--- config.mk ---
export PLATFORM = sky130hd
export DESIGN_NAME = fetch_decode_unit
export DESIGN_NICKNAME = d
export VERILOG_FILES = /design/src/rtl/fetch_decode_unit.sv
export SDC_FILE = /design/constraint.sdc
export NUM_CORES = 1
export LEC_CHECK = 0
export CORE_MARGIN = 3
export CORE_UTILIZATION = 41
export CTS_CLUSTER_DIAMETER = 100
export DETAILED_ROUTE_END_ITERATION = 8
export PLACE_DENSITY = 0.73
export SYNTH_ARGS = -nofsm -noshare
export SYNTH_HDL_FRONTEND = slang
export SYNTH_SLANG_ARGS = --single-unit
--- constraint.sdc ---
create_clock -name clk -period 4.9 [get_ports clk]
set_input_delay 1.225 -clock clk [delete_from_list [all_inputs] [get_ports clk]]
set_output_delay 1.225 -clock clk [all_outputs]
set_load 0.02 [all_outputs]
--- src/rtl/fetch_decode_unit.sv ---
`default_nettype none
// ============================================================================
// Module   : fetch_decode_unit
// Purpose  : Front end of the core. Owns the PC and fetches one instruction at
//            a time from instruction memory. It keeps at most one fetch
//            outstanding. It decodes the returned word into a registered bundle
//            and offers that bundle to the execute side with valid/ready.
//
// Ports    : clk, rst              - clock, synchronous active-high reset
//            imem_req_valid_o/     - fetch request handshake; imem_addr_o = PC
//            imem_req_ready_i
//            imem_addr_o
//            imem_rsp_valid_i/     - one-cycle instruction word return
//            imem_rsp_data_i
//            redirect_valid_i/     - load a new PC from the back end; the low
//            redirect_pc_i           two bits are forced to zero
//            dec_valid_o/          - decoded bundle handshake
//            dec_ready_i
//            dec_pc_o, rs1_o,      - decoded bundle fields
//            rs2_o, rd_o, imm_o,
//            opcode_o, mnemonic_o
//            illegal_o             - unsupported instruction flag
//
// Mnemonic : 2'd0 INVALID, 2'd1 ADD, 2'd2 ADDI
//
// Config   : ILLEGAL_TRAP_EN - when this macro is defined, an INVALID bundle
//            raises illegal_o. Once that bundle is consumed, the unit halts
//            until a redirect arrives. When the macro is undefined,
//            illegal_o is tied low and fetch simply continues.
//
// Revision : 1.0 - initial release
// ============================================================================
module fetch_decode_unit #(
  parameter int                    ADDR_WIDTH = 32,
  parameter logic [ADDR_WIDTH-1:0] RESET_PC   = '0
) (
  input  logic                  clk,
  input  logic                  rst,
  output logic                  imem_req_valid_o,
  input  logic                  imem_req_ready_i,
  output logic [ADDR_WIDTH-1:0] imem_addr_o,
  input  logic                  imem_rsp_valid_i,
  input  logic [31:0]           imem_rsp_data_i,
  input  logic                  redirect_valid_i,
  input  logic [ADDR_WIDTH-1:0] redirect_pc_i,
  output logic                  dec_valid_o,
  input  logic                  dec_ready_i,
  output logic [ADDR_WIDTH-1:0] dec_pc_o,
  output logic [4:0]            rs1_o,
  output logic [4:0]            rs2_o,
  output logic [4:0]            rd_o,
  output logic [31:0]           imm_o,
  output logic [6:0]            opcode_o,
  output logic [1:0]            mnemonic_o,
  output logic                  illegal_o
);

  localparam logic [1:0] c_ST_REQ  = 2'd0;
  localparam logic [1:0] c_ST_WAIT = 2'd1;
  localparam logic [1:0] c_ST_HOLD = 2'd2;
  localparam logic [1:0] c_ST_HALT = 2'd3;

  localparam logic [1:0] c_MNEM_INVALID = 2'd0;
  localparam logic [1:0] c_MNEM_ADD     = 2'd1;
  localparam logic [1:0] c_MNEM_ADDI    = 2'd2;

  localparam logic [6:0] c_OP_R_TYPE = 7'b0110011;
  localparam logic [6:0] c_OP_I_TYPE = 7'b0010011;

  logic [1:0]            state_q, state_d;
  logic [ADDR_WIDTH-1:0] pc_q, pc_d;
  // Set when the outstanding fetch belongs to a PC that has since been
  // redirected away from; its response must be swallowed.
  logic                  squash_q, squash_d;

  logic [ADDR_WIDTH-1:0] dec_pc_q, dec_pc_d;
  logic [4:0]            rs1_q, rs1_d;
  logic [4:0]            rs2_q, rs2_d;
  logic [4:0]            rd_q, rd_d;
  logic [31:0]           imm_q, imm_d;
  logic [6:0]            opcode_q, opcode_d;
  logic [1:0]            mnem_q, mnem_d;
`ifdef ILLEGAL_TRAP_EN
  logic                  illegal_q, illegal_d;
`endif

  // --------------------------------------------------------------------------
  // Decode of the word currently on the response bus
  // --------------------------------------------------------------------------
  logic [6:0]  w_opcode;
  logic [2:0]  w_funct3;
  logic [6:0]  w_funct7;
  logic        w_is_add;
  logic        w_is_addi;
  logic [1:0]  w_mnem;
  logic [31:0] w_imm;

  assign w_opcode  = imem_rsp_data_i[6:0];
  assign w_funct3  = imem_rsp_data_i[14:12];
  assign w_funct7  = imem_rsp_data_i[31:25];
  assign w_is_add  = (w_opcode == c_OP_R_TYPE) && (w_funct3 == 3'b000) && (w_funct7 == 7'b0);
  assign w_is_addi = (w_opcode == c_OP_I_TYPE) && (w_funct3 == 3'b000);

  always_comb begin
    w_mnem = c_MNEM_INVALID;
    w_imm  = 32'h0;
    if (w_is_add) begin
      w_mnem = c_MNEM_ADD;
    end else if (w_is_addi) begin
      w_mnem = c_MNEM_ADDI;
      w_imm  = {{20{imem_rsp_data_i[31]}}, imem_rsp_data_i[31:20]};
    end
  end

  // --------------------------------------------------------------------------
  // Next-state logic; a redirect overrides every other transition
  // --------------------------------------------------------------------------
  always_comb begin
    state_d  = state_q;
    pc_d     = pc_q;
    squash_d = squash_q;
    dec_pc_d = dec_pc_q;
    rs1_d    = rs1_q;
    rs2_d    = rs2_q;
    rd_d     = rd_q;
    imm_d    = imm_q;
    opcode_d = opcode_q;
    mnem_d   = mnem_q;
`ifdef ILLEGAL_TRAP_EN
    illegal_d = illegal_q;
`endif

    if (redirect_valid_i) begin
      pc_d = redirect_pc_i & ~ADDR_WIDTH'(3);
`ifdef ILLEGAL_TRAP_EN
      illegal_d = 1'b0;
`endif
      case (state_q)
        c_ST_REQ: begin
          // A request accepted this cycle is already in flight for the old PC.
          if (imem_req_ready_i) begin
            state_d  = c_ST_WAIT;
            squash_d = 1'b1;
          end
        end
        c_ST_WAIT: begin
          if (imem_rsp_valid_i) begin
            state_d  = c_ST_REQ;
            squash_d = 1'b0;
          end else begin
            squash_d = 1'b1;
          end
        end
        default: state_d = c_ST_REQ;
      endcase
    end else begin
      case (state_q)
        c_ST_REQ: begin
          if (imem_req_ready_i) begin
            state_d = c_ST_WAIT;
          end
        end
        c_ST_WAIT: begin
          if (imem_rsp_valid_i) begin
            if (squash_q) begin
              squash_d = 1'b0;
              state_d  = c_ST_REQ;
            end else begin
              dec_pc_d = pc_q;
              rs1_d    = imem_rsp_data_i[19:15];
              rs2_d    = imem_rsp_data_i[24:20];
              rd_d     = imem_rsp_data_i[11:7];
              imm_d    = w_imm;
              opcode_d = w_opcode;
              mnem_d   = w_mnem;
`ifdef ILLEGAL_TRAP_EN
              illegal_d = (w_mnem == c_MNEM_INVALID);
`endif
              state_d  = c_ST_HOLD;
            end
          end
        end
        c_ST_HOLD: begin
          if (dec_ready_i) begin
            pc_d = pc_q + ADDR_WIDTH'(4);
`ifdef ILLEGAL_TRAP_EN
            state_d = illegal_q ? c_ST_HALT : c_ST_REQ;
`else
            state_d = c_ST_REQ;
`endif
          end
        end
        c_ST_HALT: state_d = c_ST_HALT;
        default:   state_d = c_ST_REQ;
      endcase
    end
  end

  always_ff @(posedge clk) begin
    if (rst) begin
      state_q  <= c_ST_REQ;
      pc_q     <= RESET_PC;
      squash_q <= 1'b0;
      dec_pc_q <= '0;
      rs1_q    <= 5'd0;
      rs2_q    <= 5'd0;
      rd_q     <= 5'd0;
      imm_q    <= 32'h0;
      opcode_q <= 7'd0;
      mnem_q   <= c_MNEM_INVALID;
`ifdef ILLEGAL_TRAP_EN
      illegal_q <= 1'b0;
`endif
    end else begin
      state_q  <= state_d;
      pc_q     <= pc_d;
      squash_q <= squash_d;
      dec_pc_q <= dec_pc_d;
      rs1_q    <= rs1_d;
      rs2_q    <= rs2_d;
      rd_q     <= rd_d;
      imm_q    <= imm_d;
      opcode_q <= opcode_d;
      mnem_q   <= mnem_d;
`ifdef ILLEGAL_TRAP_EN
      illegal_q <= illegal_d;
`endif
    end
  end

  // --------------------------------------------------------------------------
  // Outputs
  // --------------------------------------------------------------------------
  // The reset state is REQ. The request is masked while reset is held, so
  // the first request appears in the cycle after reset is released.
  assign imem_req_valid_o = (state_q == c_ST_REQ) && !rst;
  assign imem_addr_o      = pc_q;
  assign dec_valid_o      = (state_q == c_ST_HOLD);
  assign dec_pc_o         = dec_pc_q;
  assign rs1_o            = rs1_q;
  assign rs2_o            = rs2_q;
  assign rd_o             = rd_q;
  assign imm_o            = imm_q;
  assign opcode_o         = opcode_q;
  assign mnemonic_o       = mnem_q;
`ifdef ILLEGAL_TRAP_EN
  assign illegal_o        = illegal_q;
`else
  assign illegal_o        = 1'b0;
`endif

endmodule
`default_nettype wire

==> summary.md, run 1 <==
| Metric | Value |
|---|---|
| CP Cell Sequence | buf_4 -> nor3_1 -> clkdlybuf4s50_1 |
| Clock root cell | clkbuf_16 |
| Pint | 1.42 mW |
| Register area share after synthesis | 42.8% |
| Mapped cell area | 4630 µm² |
| Crit path kind | input port to output pin |
| Rows | 38 |
| CTS tree | built |
| Worst skew pair latency | 0.34 ns |
| Cell taking the most area after synthesis | dfxtp_1 |
| Number of buffers added on ports | 185 |
| Post-synth ARST share | 0% |
| DRT Wirelength | 14100 µm |
| Logic gate share of total power | 12.3% |
| Number of enable flip-flop cells after synthesis | 0 |
| Status | finished clean |
| Antenna violations before repair | 0 |
| RD Place Congestion | 0.825 |
| CP max stage delay | 0.66 ns |
| WL/cell | 16.8 µm |
| Switching share of total power | 24.9% |
| First-pass GRT wire length | 22800 µm |
| Tcrit/Tclk final | 69.0% |
| Initial drt markers | 341 |
| Die X | 112 µm |
| Ys Warns | 0 |
| # hold bufs at CTS | 0 |
| Slew Viols, Final | 0 |
| Worst Tran Pin Value | 1.21 ns |
| N_diodes | 0 |
| Vias in the first global route | 4460 |
| CTS clock-pin slew for the worst setup and hold paths | 0.07 ns |
| TNS Setup | 0 ns |
| Cts bufs inserted | 9 |
| Critical Path AT | 2.16 ns |
| Count leader, synth | nand2_1 |
| Data required, critical path | 3.67 ns |
| Post-synth top cells | nand2_1 (119), dfxtp_1 (99), a21oi_1 (56), nor2_1 (38) |
| Max transition margin | 18.9% |
| Post-Layout Cell Count | 841 |
| # resized after CTS | 0 |
| Nets | 767 |
| Library cells used by synthesis | 58 |
| RSZ-0062 raised after global routing | false |
| H-tree Lvls | 3 |
| Post-Syn Instances | 561 |
| Core box area | 10900 µm² |
| Worst Clk Skew | 0.00574 ns |
| Synth area leaders | dfxtp_1 (43%), nand2_1 (9.6%), a21oi_1 (6.1%) |
| Place WS | 1.36 ns |
| Top FF cell, synth | dfxtp_1 |
| Average vias per placed instance | 5.52 |
| Final setup margin | 1.52 ns |
| CTS Sinks | 99 |
| Tmin final | 3.38 ns |
| Maximum VDD drop | 0.139 mV |
| Largest net degree at the start of global routing | 93 |
| Share of power burned in registers | 46.1% |
| Post-DP HPWL | 9680 µm |
| Share of cells above drive strength 1 | 4.99% |
| Hold WS | 0.453 ns |
| Clock Power Share | 41.6% |
| Yosys top cell area share | 42.8% |
| Crit-path max FO | 2 |
| Fmax | 296 MHz |
| Leakage | 2.24 nW |
| Number of synthesized register bits | 99 |
| I/O pin cnt | 193 |
| Total Power | 1.89 mW |
| Hold WC Path Type | register to register |
| Placed Instances | 825 |
| R2R Setup Slk | 2.51 ns |
| GRT Total Usage | 21.9% |
| Sw Pwr | 0.470 mW |
| Drt pass-1 iters | 5 |
| Setup-failing EPs final | 0 |
| Die height | 112 µm |
| P per Cell Area | 286 nW/µm² |
| Starting Density | 42.3% |
| ANT nets after route | 0 |
| Critical path's slowest cell | clkdlybuf4s50_1 |
| Mean post-synth cell area | 8.25 µm² |
| Overflow after GRT | 0 |
| Startpoint types | input port |
| Die ar. | 12600 µm² |
| Max_cap viols | 0 |
| Crit. End Element | output pin |
| Final hold vios | 0 |
| Vias | 4645 |
| # DRC | 0 |
| Post-CTS Setup Bufs | 0 |
| Clock buffer depth | 2 |
| Area delta synth->final | 42.3% |
final timing paths:
| check | startpoint | cells past startpoint | endpoint |
|---|---|---|---|
| setup / recovery | rst | 3 | imem_req_valid_o |
| hold reg to reg | dec_pc_o[8] | 2 | dec_pc_o[8] |
| setup reg to reg | imem_addr_o[3] | 5 | imem_addr_o[24] |
| hold / removal | dec_pc_o[8] | 2 | dec_pc_o[8] |
metrics by stage:
step                      area (µm²)  util, %
after floorplan                 4640        -
after global placement          6250     57.2
after detailed placement        6250     57.2
after CTS                       6590     60.2
after global routing            6590     60.2
final                           6590     60.2
registers in the layout (all words and copies together), names as in the netlist:
name	count
rs2_o	5
dec_pc_o	30
squash_q	1
rs1_o	5
opcode_o	7
mnemonic_o	2
rd_o	5
imm_o	12
imem_addr_o	30
state_q	2
cells by family after synthesis:
logic type               share of synthesized area, %
AND/OR/NAND/NOR                                  27.0
adder cells (fa/ha/maj)                         0.270
AO/OA/AOI/OAI                                    16.9
flip-flops                                       42.8
other                                          0.0810
XOR/XNOR                                         1.89
buffers and inverters                            10.7
multiplexers                                    0.243
critical path, delay by kind of cell:
kind,cells,cell delay [ns]
buffers and inverters,2,0.79
AND/OR/NAND/NOR,1,0.13
area by class of cell:
class / instances / area, µm²
timing repair buffer: 190 / 1890
inverter: 8 / 30.0
sequential: 99 / 1980
tap: 140 / 175
multi-input combinational: 388 / 2180
clock buffer: 10 / 239
fill: 994 / 4350
clock inverter: 6 / 93.8
placed cells by master, fill, tap and decap left out, drive strengths merged, types with 2 or more instances in the layout:
cell and instances:
nor4b 3, xor2 7, nor4 6, nand3b 3, nor2b 2, or4 7
o21ai 16, o211a 2, nand2b 2, bufinv 2, nand4 14, a32oi 16
clkbuf 10, nand3 15, nor3b 2, a21o 2, or2 2, xnor2 3
nand2 119, and4 8, and3 11, and4b 2, dfxtp 99, buf 6
inv 11, conb 5, a311oi 7, a21oi 56, o31ai 3, nor2 38
nor3 5, or3 7, a211oi 11, a221oi 2, clkdlybuf4s50 184
power by group through the flow:
stage,clock network (mW),logic (mW),registers (mW)
after detailed placement,0,0.232,0.887
after global placement,0,0.229,0.885
final,0.784,0.233,0.869
after CTS,0.803,0.234,0.868
after floorplan,0,0.0933,0.901
after global routing,0.835,0.251,0.874
layer usage:
metal	vias to the layer above	share of wire, %	GRT usage [%]
met3	19	7.8	5.07
met5	-	0	0
li1	2228	-	-
met1	2174	42	28.2
met4	0	1.7	7.13
met2	224	48	36.4
Note: power is estimated with default switching activity, not from simulation.
==> run 2, diff against run 1 <==
Settings changed: CORE_UTILIZATION 41 to 39.
Clock period 4.9 ns to 2.9 ns, I/O delays scaled along.
==> run 2 against run 1 <==
Compared with the run above: register-to-register slack worse by 1.8 ns; design area rose by 0.23%; wire length increased by 1.8%; setup slack worse by 1.1 ns; largest power group unchanged; power grew 59%; highest routed layer unchanged.
==> summary.md, run 2 (synthesis results as in run 1) <==
| Metric | Value |
|---|---|
| Initial drt markers | 392 (was 341) |
| ANT nets after route | 0 (unchanged) |
| Core box area | 11500 µm² (was 10900 µm²) |
| CP Cell Sequence | nor2b_1 -> clkdlybuf4s50_1 (was buf_4 -> nor3_1 -> clkdlybuf4s50_1) |
| Number of buffers added on ports | 185 (unchanged) |
| P per Cell Area | 453 nW/µm² (was 286 nW/µm²) |
| GRT Total Usage | 21.1% (was 21.9%) |
| Status | finished clean (unchanged) |
| Drt pass-1 iters | 5 (unchanged) |
| Worst Clk Skew | 0.0106 ns (was 0.00574 ns) |
| Hold WC Path Type | register to register (unchanged) |
| H-tree Lvls | 3 (unchanged) |
| WP buf/inv | 1 (was 2) |
| RSZ-0062 raised after global routing | false (unchanged) |
| Tmin final | 2.52 ns |
| Largest net degree at the start of global routing | 58 (was 93) |
| # DRC | 0 (unchanged) |
| Clock root cell | clkbuf_16 (unchanged) |
| Leakage | 2.26 nW (was 2.24 nW) |
| Post-DP HPWL | 10200 µm (was 9680 µm) |
| Post-CTS Setup Bufs | 0 (unchanged) |
| Multi-input gate area | 2180 µm² (unchanged) |
| CP delay by family, top | buffers and inverters (unchanged) |
| Startpoint types | register (was input port) |
| Worst skew pair latency | 0.36 ns (was 0.34 ns) |
| Cts bufs inserted | 9 (unchanged) |
| Final hold vios | 0 (unchanged) |
| Core Util, Final | 57.3% (was 60.2%) |
| Die height | 115 µm (was 112 µm) |
| I/O pin cnt | 193 (unchanged) |
| Most frequent cells in the layout | clkdlybuf4s50_1 (184), nand2_1 (119), dfxtp_1 (99) (unchanged) |
| CP max stage delay | 0.66 ns (about the same) |
| CTS clock-pin slew for the worst setup and hold paths | 0.07 ns (about the same) |
| DP Area | 6330 µm² (was 6250 µm²) |
| Crit-path max FO | 13 (was 2) |
| Setup-failing EPs final | 0 (unchanged) |
| Commonest non-fill, non-tap cell in the layout | clkdlybuf4s50_1 (unchanged) |
| Register area | 1980 µm² (unchanged) |
| First-pass GRT wire length | 22400 µm (was 22800 µm) |
| FF-to-FF path depth | 5 (unchanged) |
| Vias in the first global route | 4425 (was 4460) |
| Tcrit/Tclk final | 87.0% |
| Area delta synth->final | 42.6% (was 42.3%) |
| Average vias per placed instance | 5.49 (was 5.52) |
| CTS tree | built (unchanged) |
| Nets | 777 (was 767) |
| Crit. End Element | output pin (unchanged) |
| Data required, critical path | 2.17 ns (was 3.67 ns) |
| Vias | 4691 (was 4645) |
| Slew Viols, Final | 0 (unchanged) |
| WL/cell | 16.8 µm (about the same) |
| Post-route cell area | 6600 µm² (was 6590 µm²) |
| TNS Setup | 0 ns (unchanged) |
| N_diodes | 0 (unchanged) |
| Die ar. | 13200 µm² (was 12600 µm²) |
| Place WS | 0.166 ns (was 1.36 ns) |
| Clock buffer depth | 2 (unchanged) |
| Die X | 115 µm (was 112 µm) |
| # resized after CTS | 0 (unchanged) |
| Overflow after GRT | 0 (unchanged) |
| Placed Instances | 838 (was 825) |
| Antenna violations before repair | 0 (unchanged) |
| Fmax | 396 MHz |
| Rows | 39 (was 38) |
| WP depth | 2 (was 3) |
| Final setup margin | 0.377 ns (was 1.52 ns) |
| CTS Sinks | 99 (unchanged) |
| Maximum VDD drop | 0.427 mV (was 0.139 mV) |
| DRT Wirelength | 14400 µm (was 14100 µm) |
| Max_cap viols | 0 (unchanged) |
| Critical path's slowest cell | clkdlybuf4s50_1 (unchanged) |
| Starting Density | 40.2% (was 42.3%) |
| Worst hold stages | 2 (unchanged) |
| # hold bufs at CTS | 0 (unchanged) |
| Share of cells above drive strength 1 | 6.19% (was 4.99%) |
| Worst Tran Pin Value | 0.605 ns (was 1.21 ns) |
| Critical Path AT | 1.80 ns (was 2.16 ns) |
| RD Place Congestion | 0.823 (was 0.825) |
| FILL cells | 1051 (was 994) |
| Max transition margin | 59.7% (was 18.9%) |
| Crit path kind | register to output pin (was input port to output pin) |
| Post-Layout Cell Count | 854 (was 841) |
-- run 2: cell types whose count changed in the layout (fill, tap and decap cells not counted), moves of 2 or more --
cell	change
bufinv_16	-2
clkinv_2	+3
inv_6	-2
buf_4	+10
-- run 2: layer usage --
metal  share of wire (%)  track usage, %  vias up
met5                   0               0        -
met4                 2.5            9.23        0
met3                 7.3            4.37       30
met2                  49            35.5      210
met1                  42            26.2     2202
li1                    -               -     2249
-- run 2: where the power goes --
group          internal [mW]  total [mW]  switching (mW)
sequential              1.40        1.47          0.0667
clock                  0.582        1.12           0.538
combinational          0.206       0.400           0.194
-- run 2: final cells by class --
type | count | share of cell area (%)
inverters | 8 | 0.455
multi-input cells | 388 | 33.0
repair buffers | 200 | 29.7
well taps | 143 | 2.71
clock inverters | 6 | 0.607
flip-flops and latches | 99 | 30.0
clock buffers | 10 | 3.47
-- run 2: worst paths after layout --
check / start / to / slack (ns)
worst max-delay path: state_q[1] / dec_valid_o / 0.38
worst min-delay path: rd_o[3] / rd_o[3] / 0.45
worst max register to register: imem_addr_o[3] / imem_addr_o[18] / 0.67
worst min register to register: rd_o[3] / rd_o[3] / 0.45
-- run 2: worst reg2reg max path, delay by kind of cell, from the launching register on --
| kind | cells | cell delay (ns) |
|---|---|---|
| AND/OR/NAND/NOR | 3 | 1.01 |
| flip-flops | 1 | 0.56 |
| AO/OA/AOI/OAI | 1 | 0.34 |
| adder cells (fa/ha/maj) | 1 | 0.21 |
-- run 2: per-stage QoR --
stage	hold slack, ns	power (mW)
after global routing	0.476	3.10
final	0.453	2.99
after global placement	0.441	1.89
after floorplan	0.488	1.68
after detailed placement	0.448	1.90
after CTS	0.457	3.01
==> run 3, diff against run 2 <==
Settings changed: SETUP_SLACK_MARGIN set to 0.2.
==> results of run 3 <==
Same layout as run 2: the final DEF is identical, and so are final timing and power.
